File: src/rtl/toggle_counter.sv
// WIDTH toggle cells sharing one clock: per-bit T flip-flops or a modulo up/down counter
// with a registered one-cycle WRAP pulse for the Morse symbol sequencer.
module toggle_counter #(
  parameter int unsigned      WIDTH   = 8,
  parameter logic [WIDTH-1:0] RST_VAL = {WIDTH{1'b1}},
  parameter logic [WIDTH-1:0] MAX     = {WIDTH{1'b1}}
) (
  input  logic             CLK,
  input  logic             RST,
  input  logic             EN,
  input  logic [1:0]       MODE,
  input  logic [WIDTH-1:0] T,
  input  logic             LOAD,
  input  logic [WIDTH-1:0] D,
  output logic [WIDTH-1:0] Q,
  output logic             WRAP
);

  typedef enum logic [1:0] {
    MODE_HOLD   = 2'b00,
    MODE_TOGGLE = 2'b01,
    MODE_UP     = 2'b10,
    MODE_DOWN   = 2'b11
  } mode_t;

  logic [WIDTH-1:0] q_next;
  logic             wrap_next;

  // UP uses >= so a value loaded above MAX still wraps to zero on the next count.
  always_comb begin
    q_next    = Q;
    wrap_next = 1'b0;
    if (LOAD) begin
      q_next = D;
    end else if (EN) begin
      case (mode_t'(MODE))
        MODE_TOGGLE: q_next = Q ^ T;
        MODE_UP: begin
          if (Q >= MAX) begin
            q_next    = '0;
            wrap_next = 1'b1;
          end else begin
            q_next = Q + WIDTH'(1);
          end
        end
        MODE_DOWN: begin
          if (Q == '0) begin
            q_next    = MAX;
            wrap_next = 1'b1;
          end else begin
            q_next = Q - WIDTH'(1);
          end
        end
        default: q_next = Q;
      endcase
    end
  end

  always_ff @(posedge CLK) begin
    if (RST) begin
      Q    <= RST_VAL;
      WRAP <= 1'b0;
    end else begin
      Q    <= q_next;
      WRAP <= wrap_next;
    end
  end

endmodule

File: config.mk
export PLATFORM = sky130hd
export DESIGN_NAME = toggle_counter
export DESIGN_NICKNAME = d
export VERILOG_FILES = /design/src/rtl/toggle_counter.sv
export SDC_FILE = /design/constraint.sdc
export NUM_CORES = 1
export LEC_CHECK = 0
export ABC_AREA = 1
export CORE_ASPECT_RATIO = 1.2
export CORE_MARGIN = 1.5
export CORE_UTILIZATION = 62
export DETAILED_ROUTE_END_ITERATION = 8
export DONT_BUFFER_PORTS = 1
export HOLD_SLACK_MARGIN = 0.06
export MAX_ROUTING_LAYER = met4
export PLACE_DENSITY = 0.87
export SKIP_CTS_REPAIR_TIMING = 1
export SLEW_MARGIN = 5
export SYNTH_ARGS = -nofsm -noshare
export SYNTH_HDL_FRONTEND = slang
export SYNTH_SLANG_ARGS = --single-unit
export TNS_END_PERCENT = 30
File: constraint.sdc
create_clock -name CLK -period 1.8 [get_ports CLK]
set_clock_uncertainty 0.15 [all_clocks]
set_input_delay 0.36 -clock CLK [delete_from_list [all_inputs] [get_ports CLK]]
set_output_delay 0.36 -clock CLK [all_outputs]
set_load 0.02 [all_outputs]
=== Yosys cells after proc, flatten, opt, wreduce, memory -nomap -nowiden ===
Cells that the tools add are included.

* $lt $le $gt $ge: 1
* Bitwise gates (word level): 2
* Multiplexer cells: 8
* $add $sub $neg: 2
* Reduce and logical (&&, ||, !) cells: 5
* Equality and inequality tests: 3

{| class="wikitable"
|+ Operators with widths
! kind !! number
|-
| $mux 8 || 4
|-
| $pmux 8 s3 || 1
|-
| $add 8x1->8 const B || 1
|-
| $ge 8x8->1 const B || 1
|-
| $logic_not 8->1 || 1
|-
| $sub 8x1->8 const B || 1
|-
| $xor 8x8->8 || 1
|-
| $eq 2x2->1 const B || 2
|-
| $reduce_bool 4->1 || 1
|-
| $reduce_or 3->1 || 1
|-
| $eq 2x1->1 const B || 1
|-
| $mux 1 || 2
|-
| $pmux 1 s2 || 1
|-
| $reduce_and 2->1 || 1
|-
| $reduce_bool 2->1 || 1
|-
| $not 1->1 || 1
|}

* Bits in registers: 9
* Output and inout port bits: 9

=== Longest topological paths before layout ===
* Word-level depth: 5
* Mapped depth: 10

=== Worst setup path after synthesis ===
No wires, ideal clock.

* Path kind: reg-to-reg
* From: reg Q[0]
* To: reg Q[5]
* Data required time: 1538 ps
* Setup slack: 172 ps
* Arrival: 1366 ps
* Cell stages (with the launch flop): 10
* Buffers on the path: 0
* Clock period less this slack: 1628 ps
* Path through: dfxtp_1 inv_2 ha_1 nand2_1 nor2_4 nand3b_1 nand2_1 nand3_1 nand2_1 nand2_1

* Longest elaborated chain between the ends: 5
* Elaborated cells on any way between the ends: 9

{| class="wikitable"
|+ RTL lines
! item !! RTL line !! text
|-
| from (decl) || 15 || <nowiki>output logic [WIDTH-1:0] Q,</nowiki>
|-
| from (signal assigned) || 64 || <nowiki>Q <= q_next;</nowiki>
|-
| $sub 8x1->8, or another cell as far along || 51 || <nowiki>q_next = Q - WIDTH'(1);</nowiki>
|-
| $mux 8, on equally long branches || 47, 39 ||
|-
| $pmux 8 s3 * || 36 || <nowiki>case (mode_t'(MODE))</nowiki>
|-
| $mux 8 * || 35 || <nowiki>end else if (EN) begin</nowiki>
|-
| $mux 8 * || 33 || <nowiki>if (LOAD) begin</nowiki>
|}

Every way passes the cells marked *; elsewhere a longest branch is shown, timed or not. The select of a mux whose other input is x is not followed.
A chain may end at the register's enable or synchronous reset.

=== Worst setup path after layout ===
* From: reg Q[3]
* To: out Q[3]

No word-level cell between the ends.

==> results.md <==
- Synth Area in Compound Gates: 0.188
- Port Buf Inserts: 0
- Max_slew headroom: 0.700
- Fin crit share: 0.901
- R2R Setup Slk: 0.19 ns
- Clk pwr share: 0.235
- Simple-gate portion of the synthesized area: 0.452
- Vias/cell: 5.73
- HPWL after DPL: 2.20 mm
- Post-synthesis register bit count: 9
- Top cells by area, synth: nand2_1, dfxtp_1, nand3_1
- Final hold viol count: 0
- Diode count: 0
- Largest net degree at the start of global routing: 14
- Cell count after synthesis: 186
- Layout area overhead: 7.53%
- Total gr overflow: 0
- CP Max Fanout: 10
- CP required: 1.29 ns
- CTS Buf Count: 3
- EDFF count, synth: 0
- Vias in the first global route: 1099
- Placed Cells incl. Taps: 208
- CTS Buffer Depth: 2
- Synth area leader: nand2_1
- Post-synth ARST share: 0
- Worst Path Buf+Inv: 1
- Clk_lat worst skew: 0.28 ns
- Minimum clock period: 1.62 ns
- Initial DRT Pass Iterations: 5
- Post-Route WL: 2.83 mm
- Vias: 1214
- Xor and xnor area share after synthesis: 0.0400
- Worst-path cell chain: buf_4
- Sequential area share after synthesis: 0.164
- Max-Cap Viols: 0
- CTS root buf: clkbuf_4
- Initial antenna violation count: 0
- Most common cell in the netlist: nand2_1
- Worst EP arrival: 1.11 ns
- Net Sw Frac: 0.426
- Setup TNS: 0 ns
- Slowest cell delay on critical path: 0.60 ns
- Top delay family on crit path: flip-flops
- # setup viols final: 0
- Die span in x: 41.4 microns
- Iter 0 DRT Violations: 29
- Ys Warns: 0
- Post-synthesis cell type count: 27
- Die area: 0.00203 sq mm
- Placement row count: 16
- Synthesized Nets: 211
- Slew Limit Fails: 0
- Clk pin slew, worst setup/hold paths: 0.07 ns
- Post-Syn Area: 0.00110 sq mm
- Maximum vdd ir drop: 495 uV
- First-pass GRT wire length: 4.37 mm
- Type of the worst min-delay path: primary input to register
- Gate power share: 0.416
- Flop pwr share: 0.349
- Routed len/inst: 13.3 microns
- Commonest cells post-synth: nand2_1, nand3_1, nor2_1
- Post-synth top flop: dfxtp_1
- Fin nets: 220
- # DRC: 0
- Die Ht: 49.1 microns
- I/O Pins: 31
- P_int: 0.000419 W
- Post-route ant nets: 0
- Outcome: complete, no violations
- Worst Max-Slew Pin Slew: 0.449 ns
- Fmax: 617 MHz
- Mux contribution to synthesized area: 0
- Critical Path Sink Type: primary output
- H-tree level count: 1
- Core area: 0.00164 sq mm
- Switch Pwr: 0.000311 W
- Final Non-Filler Cells: 212
- Largest family of logic cells by synthesized area: simple AND/OR/NAND/NOR gates
- Critical-path top delay cell: dfxtp_1
- Worst setup SP type: register
- CTS tree: done
- Setup CP Type: register to primary output
- Syn avg cell area: 5.89 sq um
- Clock sinks: 9
- Initial Util: 0.668
- RSZ-0062 raised after global routing: false
- Placer congestion estimate: 0.946
- Pwr Density: 620 mW/mm^2
- Layout cells sized above 1: 0.170
- Leak: 0.591 nW
- Adder-cell share of the synthesized area: 0.0342
- Post-synth top area share: 0.171
- Gr usage total: 0.318
per-layer routing:
layer | part of all wire | vias to the layer above | global-route usage
met4 | 0.016 | 0 | 0.129
met1 | 0.42 | 537 | 0.376
met5 | 0 | - | -
met2 | 0.49 | 53 | 0.516
li1 | - | 619 | -
met3 | 0.076 | 5 | 0.0365
area by class of cell:
cell class,instances,area (sq um)
repair buffers,11,82.6
inverters,22,83.8
multi-input cells,148,783
flip-flops and latches,9,180
fillers,161,463
clock buffers,4,26.3
well taps,18,22.5
registers in the layout, indices dropped and copies added (netlist names):
signal,cells
Q,8
WRAP,1
layout by cell type (no fill, tap or decap), drive strengths merged:
cell type  Yosys  layout
ha             3       3
buf            6      11
clkbuf         1       4
nand2         51      51
a21oi          8       8
xor2           5       5
nand3         19      19
o211ai         2       2
o21bai         3       3
nor2          27      27
nand3b         2       2
a21boi         1       1
nand4          4       4
dfxtp          9       9
o21ai         22      22
or2            1       1
inv           21      21
clkinv         1       1
worst paths after layout:
kind / start / end / depth (start not counted)
min: EN / WRAP / 2
max reg2reg: Q[1] / Q[5] / 9
max: Q[3] / Q[3] / 1
min reg2reg: Q[7] / WRAP / 4
power by group through the flow:
stage	Sequential [W]	Clock (W)	Combinational, W
after floorplan	0.000259	0	0.000235
after global placement	0.000257	0	0.000293
after detailed placement	0.000258	0	0.000301
after CTS	0.000253	0.000175	0.000303
after global routing	0.000257	0.000178	0.000343
final	0.000255	0.000172	0.000304
logic make-up (layout without fill, tap and decap cells):
group,after synthesis,after routing
and+or+nand+nor,104,104
AOI/OAI and AO/OA,36,36
buffers and inverters,29,37
DFF,9,9
xor gates and xnor gates,5,5
adders and majority gates,3,3
through the flow:
stage,instance area (sq um),power (W),setup slack [ns],hold WS [ns],util
floorplan,1100,0.000494,0.172,0.355,-
global placement,1150,0.000550,0.249,0.377,0.702
detailed placement,1150,0.000559,0.212,0.364,0.702
CTS,1180,0.000731,0.195,0.0718,0.718
global route,1180,0.000778,0.0250,0.0911,0.718
finish,1180,0.000730,0.179,0.0713,0.718
Note: power is estimated with default switching activity, not from simulation.
